[config.mk]
export PLATFORM = sky130hd
export DESIGN_NAME = axi4_lite_slave_regbank
export DESIGN_NICKNAME = d
export VERILOG_FILES = /design/src/rtl/axi4_lite_pkg.sv /design/src/rtl/axi4_lite_addr_decode.sv /design/src/rtl/axi4_lite_slave_regbank.sv
export SDC_FILE = /design/constraint.sdc
export NUM_CORES = 1
export LEC_CHECK = 0
export CORE_ASPECT_RATIO = 0.5
export CORE_MARGIN = 2
export CORE_UTILIZATION = 35
export DETAILED_ROUTE_END_ITERATION = 10
export GPL_TIMING_DRIVEN = 0
export PLACE_DENSITY = 0.66
export SETUP_SLACK_MARGIN = 0.02
export SYNTH_ARGS = -nofsm -noshare
export SYNTH_HDL_FRONTEND = slang
export SYNTH_SLANG_ARGS = --single-unit
export TNS_END_PERCENT = 50
[constraint.sdc]
create_clock -name i_clk -period 1.99 [get_ports i_clk]
set_input_delay 0.597 -clock i_clk [delete_from_list [all_inputs] [get_ports i_clk]]
set_output_delay 0.597 -clock i_clk [all_outputs]
set_load 0.01 [all_outputs]
[src/rtl/axi4_lite_pkg.sv]
// Shared AXI4-Lite definitions: response codes and channel FSM state types.
// The master controller reuses the response constants.
package axi4_lite_pkg;

  localparam logic [1:0] C_AXI_RESP_OKAY   = 2'b00;
  localparam logic [1:0] C_AXI_RESP_SLVERR = 2'b10;

  typedef enum logic {W_IDLE, W_RESP} t_axi_wr_state;
  typedef enum logic {R_IDLE, R_DATA} t_axi_rd_state;

endpackage

[src/rtl/axi4_lite_addr_decode.sv]
// Combinational byte-address decode into a register index and an in-range flag.
// The address is in range only when every bit above the index field is zero.
module axi4_lite_addr_decode #(
  parameter int G_ADDR_WIDTH = 32,
  parameter int G_DATA_WIDTH = 32,
  parameter int G_NB_REGS    = 16
) (
  input  logic [G_ADDR_WIDTH-1:0]      i_addr,
  output logic [$clog2(G_NB_REGS)-1:0] o_idx,
  output logic                         o_in_range
);

  localparam int C_LSB   = $clog2(G_DATA_WIDTH / 8);
  localparam int C_IDX_W = $clog2(G_NB_REGS);

  logic w_unused_lsb;

  assign o_idx      = i_addr[C_LSB +: C_IDX_W];
  assign o_in_range = ((i_addr >> (C_LSB + C_IDX_W)) == '0);

  // Sub-word byte offset bits carry no meaning for word registers.
  assign w_unused_lsb = ^i_addr[C_LSB-1:0];

endmodule

[src/rtl/axi4_lite_slave_regbank.sv]
// AXI4-Lite slave terminating the bus into G_NB_REGS word registers with byte strobes,
// SLVERR on out-of-range addresses, and exported contents plus per-register write pulses.
module axi4_lite_slave_regbank
  import axi4_lite_pkg::*;
#(
  parameter int G_AXI4_LITE_ADDR_WIDTH = 32,
  parameter int G_AXI4_LITE_DATA_WIDTH = 32,
  parameter int G_NB_REGS              = 16
) (
  input  logic                                        i_clk,
  input  logic                                        i_rst_n,
  input  logic                                        i_awvalid,
  input  logic [G_AXI4_LITE_ADDR_WIDTH-1:0]           i_awaddr,
  input  logic [2:0]                                  i_awprot,
  output logic                                        o_awready,
  input  logic                                        i_wvalid,
  input  logic [G_AXI4_LITE_DATA_WIDTH-1:0]           i_wdata,
  input  logic [G_AXI4_LITE_DATA_WIDTH/8-1:0]         i_wstrb,
  output logic                                        o_wready,
  output logic                                        o_bvalid,
  output logic [1:0]                                  o_bresp,
  input  logic                                        i_bready,
  input  logic                                        i_arvalid,
  input  logic [G_AXI4_LITE_ADDR_WIDTH-1:0]           i_araddr,
  input  logic [2:0]                                  i_arprot,
  output logic                                        o_arready,
  output logic                                        o_rvalid,
  output logic [G_AXI4_LITE_DATA_WIDTH-1:0]           o_rdata,
  output logic [1:0]                                  o_rresp,
  input  logic                                        i_rready,
  output logic [G_NB_REGS*G_AXI4_LITE_DATA_WIDTH-1:0] o_regs_q,
  output logic [G_NB_REGS-1:0]                        o_wr_pulse
);

  localparam int C_AW  = G_AXI4_LITE_ADDR_WIDTH;
  localparam int C_DW  = G_AXI4_LITE_DATA_WIDTH;
  localparam int C_SW  = C_DW / 8;
  localparam int C_IW  = $clog2(G_NB_REGS);

  t_axi_wr_state r_wr_state, w_wr_state_next;
  t_axi_rd_state r_rd_state, w_rd_state_next;

  logic             r_ready_en;
  logic             r_aw_held;
  logic [C_AW-1:0]  r_awaddr;
  logic             r_w_held;
  logic [C_DW-1:0]  r_wdata;
  logic [C_SW-1:0]  r_wstrb;
  logic [C_DW-1:0]  r_regs [G_NB_REGS];
  logic [G_NB_REGS-1:0] r_wr_pulse;
  logic [1:0]       r_bresp;
  logic [C_DW-1:0]  r_rdata;
  logic [1:0]       r_rresp;

  logic             w_aw_hs;
  logic             w_w_hs;
  logic             w_b_hs;
  logic             w_ar_hs;
  logic             w_commit;
  logic [C_AW-1:0]  w_awaddr;
  logic [C_DW-1:0]  w_wdata;
  logic [C_SW-1:0]  w_wstrb;
  logic [C_IW-1:0]  w_aw_idx;
  logic             w_aw_in_range;
  logic [C_IW-1:0]  w_ar_idx;
  logic             w_ar_in_range;
  logic             w_unused_prot;

  assign w_unused_prot = ^{i_awprot, i_arprot};

  // Readies stay low through reset and for the first edge after release.
  always_ff @(posedge i_clk or negedge i_rst_n) begin
    if (!i_rst_n) r_ready_en <= 1'b0;
    else          r_ready_en <= 1'b1;
  end

  always_ff @(posedge i_clk or negedge i_rst_n) begin
    if (!i_rst_n) begin
      r_wr_state <= W_IDLE;
      r_rd_state <= R_IDLE;
    end else begin
      r_wr_state <= w_wr_state_next;
      r_rd_state <= w_rd_state_next;
    end
  end

  always_comb begin
    w_wr_state_next = r_wr_state;
    o_awready       = 1'b0;
    o_wready        = 1'b0;
    o_bvalid        = 1'b0;
    w_commit        = 1'b0;
    case (r_wr_state)
      W_IDLE: begin
        o_awready = r_ready_en & ~r_aw_held;
        o_wready  = r_ready_en & ~r_w_held;
        w_commit  = (r_aw_held | (i_awvalid & o_awready)) &
                    (r_w_held  | (i_wvalid  & o_wready));
        if (w_commit) w_wr_state_next = W_RESP;
      end
      W_RESP: begin
        o_bvalid = 1'b1;
        if (i_bready) w_wr_state_next = W_IDLE;
      end
      default: w_wr_state_next = W_IDLE;
    endcase
  end

  always_comb begin
    w_rd_state_next = r_rd_state;
    o_arready       = 1'b0;
    o_rvalid        = 1'b0;
    case (r_rd_state)
      R_IDLE: begin
        o_arready = r_ready_en;
        if (i_arvalid & r_ready_en) w_rd_state_next = R_DATA;
      end
      R_DATA: begin
        o_rvalid = 1'b1;
        if (i_rready) w_rd_state_next = R_IDLE;
      end
      default: w_rd_state_next = R_IDLE;
    endcase
  end

  assign w_aw_hs = i_awvalid & o_awready;
  assign w_w_hs  = i_wvalid  & o_wready;
  assign w_b_hs  = o_bvalid  & i_bready;
  assign w_ar_hs = i_arvalid & o_arready;

  // A payload arriving in the commit cycle is used directly, bypassing its latch.
  assign w_awaddr = r_aw_held ? r_awaddr : i_awaddr;
  assign w_wdata  = r_w_held  ? r_wdata  : i_wdata;
  assign w_wstrb  = r_w_held  ? r_wstrb  : i_wstrb;

  axi4_lite_addr_decode #(
    .G_ADDR_WIDTH (C_AW),
    .G_DATA_WIDTH (C_DW),
    .G_NB_REGS    (G_NB_REGS)
  ) u_aw_decode (
    .i_addr     (w_awaddr),
    .o_idx      (w_aw_idx),
    .o_in_range (w_aw_in_range)
  );

  axi4_lite_addr_decode #(
    .G_ADDR_WIDTH (C_AW),
    .G_DATA_WIDTH (C_DW),
    .G_NB_REGS    (G_NB_REGS)
  ) u_ar_decode (
    .i_addr     (i_araddr),
    .o_idx      (w_ar_idx),
    .o_in_range (w_ar_in_range)
  );

  // Latches stay set through W_RESP so both channels remain stalled until the B handshake.
  always_ff @(posedge i_clk or negedge i_rst_n) begin
    if (!i_rst_n) begin
      r_aw_held <= 1'b0;
      r_awaddr  <= '0;
      r_w_held  <= 1'b0;
      r_wdata   <= '0;
      r_wstrb   <= '0;
    end else begin
      if (w_aw_hs) begin
        r_aw_held <= 1'b1;
        r_awaddr  <= i_awaddr;
      end else if (w_b_hs) begin
        r_aw_held <= 1'b0;
      end
      if (w_w_hs) begin
        r_w_held <= 1'b1;
        r_wdata  <= i_wdata;
        r_wstrb  <= i_wstrb;
      end else if (w_b_hs) begin
        r_w_held <= 1'b0;
      end
    end
  end

  always_ff @(posedge i_clk or negedge i_rst_n) begin
    if (!i_rst_n) begin
      for (int i = 0; i < G_NB_REGS; i++) r_regs[i] <= '0;
      r_wr_pulse <= '0;
      r_bresp    <= C_AXI_RESP_OKAY;
    end else begin
      r_wr_pulse <= '0;
      if (w_commit) begin
        if (w_aw_in_range) begin
          r_bresp <= C_AXI_RESP_OKAY;
          r_wr_pulse[w_aw_idx] <= 1'b1;
          for (int k = 0; k < C_SW; k++) begin
            if (w_wstrb[k]) r_regs[w_aw_idx][k*8 +: 8] <= w_wdata[k*8 +: 8];
          end
        end else begin
          r_bresp <= C_AXI_RESP_SLVERR;
        end
      end
    end
  end

  // Non-blocking update means a same-edge write is not visible to this read.
  always_ff @(posedge i_clk or negedge i_rst_n) begin
    if (!i_rst_n) begin
      r_rdata <= '0;
      r_rresp <= C_AXI_RESP_OKAY;
    end else if (w_ar_hs) begin
      if (w_ar_in_range) begin
        r_rdata <= r_regs[w_ar_idx];
        r_rresp <= C_AXI_RESP_OKAY;
      end else begin
        r_rdata <= '0;
        r_rresp <= C_AXI_RESP_SLVERR;
      end
    end
  end

  for (genvar g = 0; g < G_NB_REGS; g++) begin : g_regs_out
    assign o_regs_q[g*C_DW +: C_DW] = r_regs[g];
  end

  assign o_wr_pulse = r_wr_pulse;
  assign o_bresp    = r_bresp;
  assign o_rdata    = r_rdata;
  assign o_rresp    = r_rresp;

endmodule

==> run summary <==
The run finished, with violations left. The final reports fail on setup timing. The met3 capacity usage during global routing was 4.23%.

The worst register-to-register path begins at r_aw_held. The tools report the deepest level of the CTS H-tree as 2. The worst hold slack across all endpoints was 446 ps. Summing every instance area after synthesis gives 29,500 um^2. The area added between synthesis and finish is 45.5%, and the count of buffers from port buffering is 667.

The multi-input combinational cell area was 13,800 um^2. The number of routed nets with antenna violations was 0; the final-stage net count was 2,760. In this run the power density over the cells is 772 nW/um^2. The maximum cell stage delay along the critical path came out at 770 ps. STA classifies the critical path endpoint as a register.

TritonCTS built the clock tree. Root buffer selected by CTS: clkbuf_16. The critical path ends at o_regs_q[393]. In this run the worst hold path is classified as input pin to asynchronous set/reset pin. Global routing used 46.6% of the available met2 tracks.

The tools report the max capacitance violation total as 0. Dividing the detail-routed wire length by the instance count gives 31.3 um. The maximum buffer depth of the clock tree is 3. The initialized floorplan defines 75 standard-cell rows. Met1 capacity usage during global routing: 32.0%. The slowest stage of the critical path is the o2bb2ai_1 cell.

The critical path data arrival time is 3040 ps, and the filler cell count in the final layout is 6,868. After layout, the minimum clock period comes to 2510 ps. The via count of the first global-routing pass came out at 21,800. Pin placement for this block handled 682 I/O pins. Final clock skew: 33.7 ps. The die covers 86,700 um^2. In this run the tightest slew margin relative to its limit is 36.4%.

Most used routing layer in global routing: met2. The tools report the setup slack after layout as -515 ps. After routing the design area is 42,900 um^2. At the worst endpoint, the required time is 2520 ps. The highest achievable clock rate was 399 MHz; the mean post-synth cell area was 16.3 um^2.

The share of flip-flops with an asynchronous set or reset came out at 100%. The tools report the footprint of the flip-flops and latches as 15,800 um^2. The depth of the worst register-to-register path is 6, and the number of vias after detailed routing is 21,300. The most frequently used flop master after synthesis is dfrtp_1. Dividing the final minimum period by the clock period gives 126%.

Yosys printed 0 warnings. After routing, the total negative slack on setup checks comes to -317,780 ps. The initial utilization of the core area, before any placement, comes to 35.3%. The horizontal die dimension was 414 um. The first global-routing pass estimated 166,000 um of wire.

Timing startpoint of the critical path: r_aw_held. The number of cells in the finished layout apart from fillers is 3,821. The pin slew with the least headroom to its limit was 954 ps; the overall overflow remaining after global route was 0.

The tools report the initial antenna violation count as 9. Synthesis produced a netlist whose cell count is 1,809. The number of synthesized register bits came out at 633. The first detailed-routing pass took 5 iterations.

The insertion delay to the later sink of the worst-skew pair is 650 ps, and the number of clock buffers inserted by TritonCTS is 61. Yosys mapped a number of flops with a built-in enable equal to 0. The worst register-to-register path ends at o_regs_q[393]. Summed over all cells, the static leakage comes to 21.8 nW.

The element type at the critical path start was a register. Clock-pin slew was measured on the worst setup and hold paths at 70 ps. After synthesis, the netlist uses 49 different library cells. The setup check on the worst reg-to-reg path leaves a slack of -520 ps. The logs give 0 for the final-report max-slew violation count and 1,047 for the count of endpoints failing setup in the final report. For the sequential-to-total area share from yosys stat, the log shows 53.7%. The share of final-layout standard cells stronger than drive strength 1 is 42.2%.

Setup repair after global routing could not meet its margin everywhere. The global-route total usage across every layer came out at 26.6%. After legalization and detailed placement, the total HPWL measured 85,000 um. For the clock net sink count, the log shows 633. The critical path is of the register to register type. Measured along the y axis, the die boundary spans 209 um. The cell count after placement was 3,599; the worst voltage drop across the vdd grid was 0.708 mV. The logs give 0 for the number of endpoints with negative hold slack in the final report and 0 for the DRC violation count after routing.

After the first detailed-routing iteration, the DRC count stood at 1,617. After detailed routing, the total wire length is 119,000 um. Entering global routing, the biggest net connects 118 pins. Along the worst path, the maximum fanout reaches 8. Traced cell by cell, the critical path runs through buf_6, buf_4, nand2b_1, o2bb2ai_1, nand4_4, mux2_2.

After detailed placement, the total cell area comes to 38,000 um^2. The post-detailed-route via-to-cell ratio was 5.56. Routability-driven placement finished with a final weighted congestion of 0.872. The core region is 83,600 um^2.
## stage by stage
step | utilization, % | worst slack, ps | total power [W]
after floorplan | - | -323 | 0.0180
after global placement | 45.3 | -28650 | 0.0201
after detailed placement | 45.5 | -1540 | 0.0203
after CTS | 50.7 | -466 | 0.0330
after global routing | 51.3 | -572 | 0.0342
final | 51.3 | -515 | 0.0331
## per-layer routing
metal | routed length [um] | part of all wire [%]
met4 | 7120 | 6.0
met1 | 45900 | 38
met3 | 5770 | 4.8
met2 | 60700 | 51
met5 | 0 | 0
## kinds of logic (layout without fill, tap and decap cells)
| group | after synthesis | in the layout | share of synthesized area, % |
|---|---|---|---|
| compound gates | 123 | 123 | 3.39 |
| buf+inv | 123 | 1009 | 2.25 |
| other cells | 2 | 12 | 0.0255 |
| mux | 742 | 742 | 33.9 |
| simple gates | 186 | 186 | 6.66 |
| flops | 633 | 633 | 53.7 |
## where the power goes
group	leakage [nW]	internal, W	switching (W)
registers	8.68	0.0136	0.000494
clock network	0.994	0.00671	0.00530
logic	12.1	0.00244	0.00455
## worst min path at each step
stage	endpoint	cells after the start	from	slack, ps
finish	r_awaddr[18]	2	i_rst_n	450
global route	r_awaddr[18]	2	i_rst_n	450
CTS	r_awaddr[18]	2	i_rst_n	410
detailed placement	o_bresp[1]	1	o_bresp[1]	480
global placement	o_bresp[1]	1	o_bresp[1]	470
floorplan	o_bresp[1]	0	i_rst_n	300
## cell usage in the layout, fill, tap and decap left out, drive strengths merged, types with 2 or more instances in the layout
cell type and n:
nand2b 2, nor3b 4, mux4 128, a32o 2, dlygate4sd2 3, and2b 2, mux2i 4, nor4 16
dlymetal6s2s 92, and2 2, clkdlybuf4s15 3, buf 145, a22oi 66, clkdlybuf4s50 562, clkinv 13, a32oi 2
nor2b 6, o2bb2ai 2, nor2 27, nand3 2, a2bb2oi 2, or4 2, a21oi 5, conb 3
diode 9, a21o 4, mux2 610, clkinvlp 2, nand4 65, a22o 34, clkbuf 177, nor3 15
dfrtp 633, inv 6, bufinv 4, nand2 39
## synthesized netlist by cell type, types with 5 or more instances
library cell | number | share of area, %
nor2_1 | 21 | 0.27
mux2_4 | 56 | 2.9
a21oi_1 | 5 | 0.085
buf_1 | 6 | 0.076
clkbuf_1 | 75 | 0.96
mux4_2 | 128 | 9.8
nor2b_1 | 6 | 0.13
buf_4 | 7 | 0.18
nor4_1 | 16 | 0.34
nor3_1 | 15 | 0.25
dfrtp_1 | 633 | 54
a22oi_1 | 65 | 1.7
mux2_1 | 151 | 5.8
buf_6 | 6 | 0.23
nor2_2 | 6 | 0.13
buf_2 | 18 | 0.31
a22o_1 | 34 | 1.0
mux2_2 | 403 | 15
nand2_1 | 39 | 0.50
nand4_4 | 63 | 4.5
buf_12 | 6 | 0.41
## layout make-up
class	instances	share of cell area [%]
clock inverters	21	0.508
repair buffers	777	20.5
inverters	4	0.0350
clock buffers	91	4.17
well taps	1116	3.26
multi-input cells	1054	32.3
diodes	9	0.0525
plain buffers	116	2.21
flip-flops and latches	633	37.0
## what timing repair did
| item | CTS | global route |
|---|---|---|
| resized for setup | 240 | 143 |
| setup endpoints to repair | 1170 | 1241 |
| hold endpoints to repair | 33 | 0 |
| hold buffers | 1 | 0 |
| buffers inserted | 84 | 8 |
| gates cloned | 10 | 5 |
| pin swaps | 39 | 35 |
## flip-flops by register name (all words and copies together), names as in the netlist, 4 cells and up
register,flops
o_wr_pulse,16
r_wstrb,4
r_awaddr,30
r_wdata,32
o_rdata,32
o_regs_q,512
## critical path: cells and delay by family, from the launching register on
kind                   cells  cell delay, ps
flip-flops                 1             420
buffers and inverters      2             280
AND/OR/NAND/NOR            2             530
multiplexers               1             390
AO/OA/AOI/OAI              1             770
(Power assumes the default switching activity.)
